$ cat config.mk
export PLATFORM = sky130hd
export DESIGN_NAME = tcm_arbiter_flat
export DESIGN_NICKNAME = d
export VERILOG_FILES = /design/src/rtl/tcm_arbiter_if.sv /design/src/rtl/tcm_arbiter.sv /design/src/flat_wrapper.sv
export SDC_FILE = /design/constraint.sdc
export NUM_CORES = 1
export LEC_CHECK = 0
export CAP_MARGIN = 5
export CORE_MARGIN = 5
export CORE_UTILIZATION = 25
export DETAILED_ROUTE_END_ITERATION = 16
export PLACE_DENSITY = 0.68
export SYNTH_ARGS = -nofsm -noshare
export SYNTH_HDL_FRONTEND = slang
export SYNTH_SLANG_ARGS = --single-unit
$ cat constraint.sdc
create_clock -name clk -period 1.9 [get_ports clk]
set_input_delay 0.19 -clock clk [delete_from_list [all_inputs] [get_ports clk]]
set_output_delay 0.19 -clock clk [all_outputs]
set_load 0.01 [all_outputs]
$ cat src/rtl/tcm_arbiter_if.sv
// -----------------------------------------------------------------------------
// tcm_arbiter_if
// Requester-side command/response bundle for one port of tcm_arbiter.
//   cmd_valid / cmd_ready      : command handshake (requester -> arbiter)
//   cmd_addr                   : byte address
//   cmd_we / cmd_wem / cmd_wdata : write flag, byte mask, write data
//   rsp_valid / rsp_ready      : response handshake (arbiter -> requester)
//   rsp_rdata / rsp_err        : read data (0 for writes), access error
// Modports: master = requester view, slave = arbiter view.
// -----------------------------------------------------------------------------
interface tcm_arbiter_if #(
    parameter int AW = 32,
    parameter int DW = 32,
    parameter int MW = 4
);
    logic          cmd_valid;
    logic          cmd_ready;
    logic [AW-1:0] cmd_addr;
    logic          cmd_we;
    logic [MW-1:0] cmd_wem;
    logic [DW-1:0] cmd_wdata;
    logic          rsp_valid;
    logic          rsp_ready;
    logic [DW-1:0] rsp_rdata;
    logic          rsp_err;

    modport master (
        output cmd_valid, cmd_addr, cmd_we, cmd_wem, cmd_wdata, rsp_ready,
        input  cmd_ready, rsp_valid, rsp_rdata, rsp_err
    );

    modport slave (
        input  cmd_valid, cmd_addr, cmd_we, cmd_wem, cmd_wdata, rsp_ready,
        output cmd_ready, rsp_valid, rsp_rdata, rsp_err
    );
endinterface

$ cat src/rtl/tcm_arbiter.sv
// -----------------------------------------------------------------------------
// tcm_arbiter
// Round-robin arbiter/sequencer sharing one single-port sim_ram between two
// requesters. At most one RAM command per cycle, one in-order response per
// accepted command, read data held stable while the response is back-pressured.
//
// Ports:
//   clk, rst_n        : clock, asynchronous active-low reset
//   m0, m1            : requester ports (tcm_arbiter_if.slave)
//   ram_addr          : word index to sim_ram
//   ram_din/we/wem    : write data, write enable, byte mask to sim_ram
//   ram_dout          : read data from sim_ram (1-cycle latency, latched addr)
//
// Optional feature (macro TCM_ARB_ADDR_CHK_EN): commands whose word index is
// >= DP are accepted, but never reach the RAM and respond with rdata=0, err=1.
// -----------------------------------------------------------------------------
module tcm_arbiter #(
    parameter int DP = 512,
    parameter int DW = 32,
    parameter int MW = 4,
    parameter int AW = 32
) (
    input  logic          clk,
    input  logic          rst_n,
    tcm_arbiter_if.slave  m0,
    tcm_arbiter_if.slave  m1,
    output logic [AW-1:0] ram_addr,
    output logic [DW-1:0] ram_din,
    output logic          ram_we,
    output logic [MW-1:0] ram_wem,
    input  logic [DW-1:0] ram_dout
);

`ifdef TCM_ARB_ADDR_CHK_EN
    localparam bit CHK_EN = 1'b1;
`else
    localparam bit CHK_EN = 1'b0;
`endif
    localparam logic [AW-1:0] DP_IDX = AW'(DP);

    typedef enum logic [1:0] {IDLE, RSP0, RSP1} state_t;

    state_t        state_q;
    logic          rr_ptr_q;       // 0: m0 wins a tie, 1: m1 wins a tie
    logic [AW-1:0] last_rd_idx_q;  // word index of the most recent issued read
    logic          rsp_wr_q;       // pending response belongs to a write
    logic          rsp_err_q;      // pending response is an out-of-range access

    logic          hs0, hs1, win;
    logic          gnt0, gnt1, issue;
    logic [AW-1:0] sel_addr, sel_idx;
    logic          sel_we;
    logic [MW-1:0] sel_wem;
    logic [DW-1:0] sel_wdata;
    logic          oor;
    logic          ram_go;         // issued command actually touches the RAM

    always_comb begin
        hs0   = (state_q == RSP0) && m0.rsp_ready;
        hs1   = (state_q == RSP1) && m1.rsp_ready;
        // New commands only when nothing is owed or the owed response retires
        // this cycle, so a held read can never be disturbed.
        win   = (state_q == IDLE) || hs0 || hs1;
        gnt0  = win && m0.cmd_valid && (!m1.cmd_valid || !rr_ptr_q);
        gnt1  = win && m1.cmd_valid && (!m0.cmd_valid ||  rr_ptr_q);
        issue = gnt0 || gnt1;

        sel_addr  = gnt1 ? m1.cmd_addr  : m0.cmd_addr;
        sel_we    = gnt1 ? m1.cmd_we    : m0.cmd_we;
        sel_wem   = gnt1 ? m1.cmd_wem   : m0.cmd_wem;
        sel_wdata = gnt1 ? m1.cmd_wdata : m0.cmd_wdata;
        // Byte address to word index; the shift drops the byte-lane bits.
        sel_idx   = sel_addr >> 2;
        oor       = CHK_EN && (sel_idx >= DP_IDX);
        ram_go    = issue && !oor;

        m0.cmd_ready = gnt0;
        m1.cmd_ready = gnt1;

        // When idle or suppressed, re-present the last read index so the RAM
        // re-latches the same word and ram_dout stays put.
        ram_addr = ram_go ? sel_idx : last_rd_idx_q;
        ram_we   = ram_go && sel_we;
        ram_wem  = ram_we ? sel_wem : '0;
        ram_din  = ram_go ? sel_wdata : '0;

        m0.rsp_valid = (state_q == RSP0);
        m1.rsp_valid = (state_q == RSP1);
        m0.rsp_rdata = (m0.rsp_valid && !rsp_wr_q && !rsp_err_q) ? ram_dout : '0;
        m1.rsp_rdata = (m1.rsp_valid && !rsp_wr_q && !rsp_err_q) ? ram_dout : '0;
        m0.rsp_err   = m0.rsp_valid && rsp_err_q;
        m1.rsp_err   = m1.rsp_valid && rsp_err_q;
    end

    always_ff @(posedge clk or negedge rst_n) begin
        if (!rst_n) begin
            state_q       <= IDLE;
            rr_ptr_q      <= 1'b0;
            last_rd_idx_q <= '0;
            rsp_wr_q      <= 1'b0;
            rsp_err_q     <= 1'b0;
        end else if (issue) begin
            state_q   <= gnt1 ? RSP1 : RSP0;
            rr_ptr_q  <= gnt0;
            rsp_wr_q  <= sel_we;
            rsp_err_q <= oor;
            if (!sel_we && !oor) begin
                last_rd_idx_q <= sel_idx;
            end
        end else if (hs0 || hs1) begin
            state_q <= IDLE;
        end
    end

endmodule

$ cat src/flat_wrapper.sv
// flat-port wrapper written by rule: the top's interface ports become plain ports
module tcm_arbiter_flat 
#(
    parameter int DP = 512,
    parameter int DW = 32,
    parameter int MW = 4,
    parameter int AW = 32
)
  (clk, rst_n, ram_addr, ram_din, ram_we, ram_wem, ram_dout, m0_cmd_valid, m0_cmd_addr, m0_cmd_we, m0_cmd_wem, m0_cmd_wdata, m0_rsp_ready, m0_cmd_ready, m0_rsp_valid, m0_rsp_rdata, m0_rsp_err, m1_cmd_valid, m1_cmd_addr, m1_cmd_we, m1_cmd_wem, m1_cmd_wdata, m1_rsp_ready, m1_cmd_ready, m1_rsp_valid, m1_rsp_rdata, m1_rsp_err);
  tcm_arbiter_if #(.AW(AW), .DW(DW), .MW(MW)) m0_i ();
  tcm_arbiter_if #(.AW(AW), .DW(DW), .MW(MW)) m1_i ();
  input  logic clk;
  input  logic rst_n;
  output logic [AW-1:0] ram_addr;
  output logic [DW-1:0] ram_din;
  output logic ram_we;
  output logic [MW-1:0] ram_wem;
  input  logic [DW-1:0] ram_dout;
  input wire logic [$bits(m0_i.cmd_valid)-1:0] m0_cmd_valid;
  input wire logic [$bits(m0_i.cmd_addr)-1:0] m0_cmd_addr;
  input wire logic [$bits(m0_i.cmd_we)-1:0] m0_cmd_we;
  input wire logic [$bits(m0_i.cmd_wem)-1:0] m0_cmd_wem;
  input wire logic [$bits(m0_i.cmd_wdata)-1:0] m0_cmd_wdata;
  input wire logic [$bits(m0_i.rsp_ready)-1:0] m0_rsp_ready;
  output wire logic [$bits(m0_i.cmd_ready)-1:0] m0_cmd_ready;
  output wire logic [$bits(m0_i.rsp_valid)-1:0] m0_rsp_valid;
  output wire logic [$bits(m0_i.rsp_rdata)-1:0] m0_rsp_rdata;
  output wire logic [$bits(m0_i.rsp_err)-1:0] m0_rsp_err;
  input wire logic [$bits(m1_i.cmd_valid)-1:0] m1_cmd_valid;
  input wire logic [$bits(m1_i.cmd_addr)-1:0] m1_cmd_addr;
  input wire logic [$bits(m1_i.cmd_we)-1:0] m1_cmd_we;
  input wire logic [$bits(m1_i.cmd_wem)-1:0] m1_cmd_wem;
  input wire logic [$bits(m1_i.cmd_wdata)-1:0] m1_cmd_wdata;
  input wire logic [$bits(m1_i.rsp_ready)-1:0] m1_rsp_ready;
  output wire logic [$bits(m1_i.cmd_ready)-1:0] m1_cmd_ready;
  output wire logic [$bits(m1_i.rsp_valid)-1:0] m1_rsp_valid;
  output wire logic [$bits(m1_i.rsp_rdata)-1:0] m1_rsp_rdata;
  output wire logic [$bits(m1_i.rsp_err)-1:0] m1_rsp_err;
  assign m0_i.cmd_valid = m0_cmd_valid;
  assign m0_i.cmd_addr = m0_cmd_addr;
  assign m0_i.cmd_we = m0_cmd_we;
  assign m0_i.cmd_wem = m0_cmd_wem;
  assign m0_i.cmd_wdata = m0_cmd_wdata;
  assign m0_i.rsp_ready = m0_rsp_ready;
  assign m0_cmd_ready = m0_i.cmd_ready;
  assign m0_rsp_valid = m0_i.rsp_valid;
  assign m0_rsp_rdata = m0_i.rsp_rdata;
  assign m0_rsp_err = m0_i.rsp_err;
  assign m1_i.cmd_valid = m1_cmd_valid;
  assign m1_i.cmd_addr = m1_cmd_addr;
  assign m1_i.cmd_we = m1_cmd_we;
  assign m1_i.cmd_wem = m1_cmd_wem;
  assign m1_i.cmd_wdata = m1_cmd_wdata;
  assign m1_i.rsp_ready = m1_rsp_ready;
  assign m1_cmd_ready = m1_i.cmd_ready;
  assign m1_rsp_valid = m1_i.rsp_valid;
  assign m1_rsp_rdata = m1_i.rsp_rdata;
  assign m1_rsp_err = m1_i.rsp_err;
  tcm_arbiter #(.DP(DP), .DW(DW), .MW(MW), .AW(AW)) u_core (.clk(clk), .rst_n(rst_n), .m0(m0_i), .m1(m1_i), .ram_addr(ram_addr), .ram_din(ram_din), .ram_we(ram_we), .ram_wem(ram_wem), .ram_dout(ram_dout));
endmodule
# After elaboration in Yosys (flattened, before gate mapping)
# Cells that the tools add are included.
# classes
n_eq_ne,2
mux,12
bitwise,1
n_reduce_logical,22
# ops
cell,n
32-bit two-way mux,5
30-bit two-way mux,1
1-bit logical AND,9
4-bit two-way mux,2
1-bit logical OR,6
2-bit two-way mux,3
1-bit logical NOT,4
2-bit by 1-bit == test with 1-bit output (second input constant),1
2-bit == test (second input constant),1
2-bit logical NOT,1
2-bit AND reduction,1
2-bit nonzero test,1
1-bit two-way mux,1
1-bit inverter,1
# word_totals
register_bits,34
inputBits,176
out_inout_bits,139
wordCells,41

# Longest topological paths before layout
# depth
depth_word,9
ltp_mapped,6
depth_no_buf,4

# Least setup slack after synthesis
# No wires, ideal clock.
# synth_path
path_type,register to output
from,register u_core.state_q[1]
to,output ram_addr[0]
arrival_ns,1.411
t_required_ns,1.710
slack_ns,0.299
stages_incl_launch_ff,6
n_path_buf,1
cell_sequence,dfrtp_1 and2b_1 a211oi_2 buf_4 nor2_1 a31oi_1
# synth_via
elab_chain_len,8
word_cells_on_any_way,14
cone_classes,2 x eq/ne; 2 x mux; 10 x reduce/logical
# synth_rtl
item,line,source
from (decl),tcm_arbiter.sv:43,state_t state_q;
from (signal assigned),tcm_arbiter.sv:103,state_q <= gnt1 ? RSP1 : RSP0;
2-bit by 1-bit == test with 1-bit output,tcm_arbiter.sv:59,hs0 = (state_q == RSP0) && m0.rsp_ready;
1-bit logical AND,tcm_arbiter.sv:59,
1-bit logical OR,tcm_arbiter.sv:63,win = (state_q == IDLE) || hs0 || hs1;
1-bit logical OR (*),tcm_arbiter.sv:63,
"1-bit logical AND, on equally long branches (2 in series)","tcm_arbiter.sv:65, tcm_arbiter.sv:64",
32-bit two-way mux / 1-bit logical OR (equally long branches),"tcm_arbiter.sv:68, tcm_arbiter.sv:66",
30-bit two-way mux (*),tcm_arbiter.sv:82,ram_addr = ram_go ? sel_idx : last_rd_idx_q;
to (decl),flat_wrapper.sv:14,output logic [AW-1:0] ram_addr;
# Every way passes the cells marked *; elsewhere a longest branch is shown, timed or not.

# Worst setup path after layout
# layout_path
from,register u_core.state_q[1]
to,output ram_addr[19]
# Same word-level chain as after synthesis.

==> results.cfg <==
[setup_path]
path_max_fanout = 12
startpoint_type = register
crit_path_max_incr_delay_ns = 0.40
end_kind = output port
worstPathCellList = and2b_2 > a211oi_4 > buf_6 > buf_12 > nor2_2 > a31oi_1 > buf_2
worstSetupPathType = reg -> out
cp.arrival_ns = 1.83
crit_required_ns = 1.71
crit_path_top_delay_cell = dfrtp_1

[clock_network]
cts.hold.buffers_added = 0
cts_inserted_buffers = 5
clockRootBuffer = clkbuf_16
ctsHtreeMaxLevel = 2
clkTransAtPathRegs_ns = 0.06
cts.path.max_buffers = 2
cts_sinks = 34
cts_tree = yes
clkLatencyLatePin_ns = 0.27

[yosys]
synthDominantCellAreaShare = 0.2733
avgSynthCellArea_um2 = 6.652
yosysSeqAreaShare = 0.2733
synth_cells = 468
synth_seq_cells = 34
synth-simple-area-share = 0.3565
synthMuxAreaShare = 0
async_flop_share = 1.000
synth-edff-count = 0
ys_warn_count = 0
netlist_top_cells_area = dfrtp_1 27%, nand2_1 16%, and2_1 13%
synth_top_family_by_area = simple AND/OR/NAND/NOR gates
synth-xor-area-share = 0
synth.distinct_cells = 25
synth_compound_gate_area_share = 0.2870
yosysTopAreaCell = dfrtp_1
syn_area_mm2 = 0.003113
yosys-top-cells-count = 134 x nand2_1, 69 x a21oi_1, 65 x and2_1, 37 x nor2_1, 34 x dfrtp_1
synth_flop_cell = dfrtp_1
synthAdderAreaFrac = 0
yosysMostFrequentCell = nand2_1

[pwr]
p_leak_nw = 3.404
powerDensity_mw_per_mm2 = 1154
p_total_mw = 8.497
ir_worst_vdd_mv = 0.6654

[place]
postPlaceCellArea_mm2 = 0.006924
dpl.hpwl_mm = 13.28
portBuffers = 306
dp_cells = 985
gp_routability_congestion = 0.9164

[min_path]
hp-class = in -> async

[floorplan]
dieArea_mm2 = 0.01478
start_util = 0.2570
die_y_um = 121.6
die_width_um = 121.6
ios = 315
rows = 40
core_area_mm2 = 0.01211

[outcome]
status = complete, but fails checks
violations = negative hold slack, negative setup slack

[sta]
hold_violations = 23
slew_viol_final = 0
fin_crit_ns = 2.020
hold_ws_ns = -0.01081
setup_violations = 65
setup_tns_ns = -4.893
layout_setup_ws_ns = -0.1200
rsz0062_at_grt = true
slew_headroom = 0.4903
fin_skew_ns = 0.002384
fmax_ghz = 0.4951
finalCritPeriodShare = 1.063
worstMarginPinSlew_ns = 0.7645

[global_routing]
use_met2 = 0.4335
gr-max-usage-layer = met2
grt_usage = 0.2254
grtUsageMet1 = 0.2489
grt_max_degree = 35
met3_usage = 0.04782
grt_pass1_vias = 5031
overflow = 0
antenna_found_initial = 3
grt_pass1_wl_mm = 26.68

[route]
ant_nets = 0
drt-total-wl_mm = 18.27
first_pass_iters = 4
route.vias.total = 4948
wire_per_inst_um = 17.68
drt_iter0_drc = 189
via_per_inst = 4.790
drc = 0

[layout]
layoutNonFillerInstCount = 1033
seq_area_um2 = 852.1
multi_input_area_mm2 = 0.002349
final_area_mm2 = 0.007366
fillCellCount = 1147
nets = 1037
drive_gt1_frac = 0.3944
area_delta_synth_final_pct = 136.6

[flow_run]
drv_cap = 0
==> repair_timing <==
item / in CTS / in global routing
pin swaps: 3 / 11
setup buffers: 21 / 12
gates cloned: 9 / 2
resized for setup: 551 / 117
setup endpoints to repair: 133 / 115
==> report_power, final <==
| part | switching [mW] | internal [mW] |
|---|---|---|
| combinational | 2.93 | 3.09 |
| sequential | 0.317 | 1.09 |
| clock | 0.311 | 0.754 |
==> final cells by class <==
cell class,instances,area share
Clock inverter,3,0.009343
Antenna cell,3,0.001019
Clock buffer,5,0.01699
Sequential cell,34,0.1157
Tap cell,168,0.02854
Inverter,2,0.001019
Timing Repair Buffer,430,0.5086
Multi-Input combinational cell,388,0.3188
==> path summary, 6_finish.rpt <==
path	endpoint	from	slack, ns	depth (start not counted)
min	u_core.last_rd_idx_q[14]	rst_n	-0.01	1
max reg2reg	u_core.last_rd_idx_q[22]	u_core.state_q[1]	0.12	7
max in group asynchronous	u_core.state_q[0]	rst_n	1.38	1
min in group clk	u_core.state_q[1]	m1_rsp_ready	0.38	4
max	ram_addr[19]	u_core.state_q[1]	-0.12	7
min reg2reg	u_core.state_q[1]	u_core.state_q[1]	0.58	2
==> registers in the layout (all words and copies together) (netlist names) <==
register and cells:
u_core.last_rd_idx_q 30, u_core.state_q 2, u_core.rr_ptr_q 1, u_core.rsp_wr_q 1
==> routing by layer <==
layer | up-vias | share of wire
met1 | 2288 | 0.37
li1 | 2401 | -
met3 | 25 | 0.076
met5 | - | 0
met4 | 0 | 0.023
met2 | 234 | 0.53
==> worst max-delay path, delay by kind of cell, from the launching register on <==
| kind | cells | cell delay [ns] |
|---|---|---|
| simple gates | 2 | 0.29 |
| flops | 1 | 0.40 |
| buf+inv | 3 | 0.50 |
| compound gates | 2 | 0.37 |
==> through the flow <==
step | utilization | worst slack, ns | hold WS [ns]
floorplan | - | 0.2993 | -0.1056
global placement | 0.5717 | -0.5444 | 0.3107
detailed placement | 0.5717 | -0.6192 | 0.3152
CTS | 0.6042 | -0.1784 | 0.01974
global route | 0.6082 | -0.1885 | 0.06129
finish | 0.6082 | -0.1200 | -0.01081
==> logic make-up (layout without fill, tap and decap cells) <==
logic type	Yosys count	in the layout
buf+inv	49	440
simple gates	245	245
other cells	1	7
compound gates	139	139
flops	34	34
==> placed cells by master, fill, tap and decap left out, types with 3 or more instances in the layout <==
master,count
nor2_4,9
nand2_1,132
clkbuf_2,5
a41oi_1,30
dfrtp_1,33
clkbuf_16,7
nor2_2,9
buf_12,13
buf_2,114
buf_4,88
conb_1,4
and2_1,55
a21oi_1,39
a31oi_1,29
and2_4,10
a21oi_2,28
buf_6,32
diode_2,3
nor2_1,19
dlygate4sd2_1,4
clkdlybuf4s50_1,167
Power figures use the tool's default switching activity.
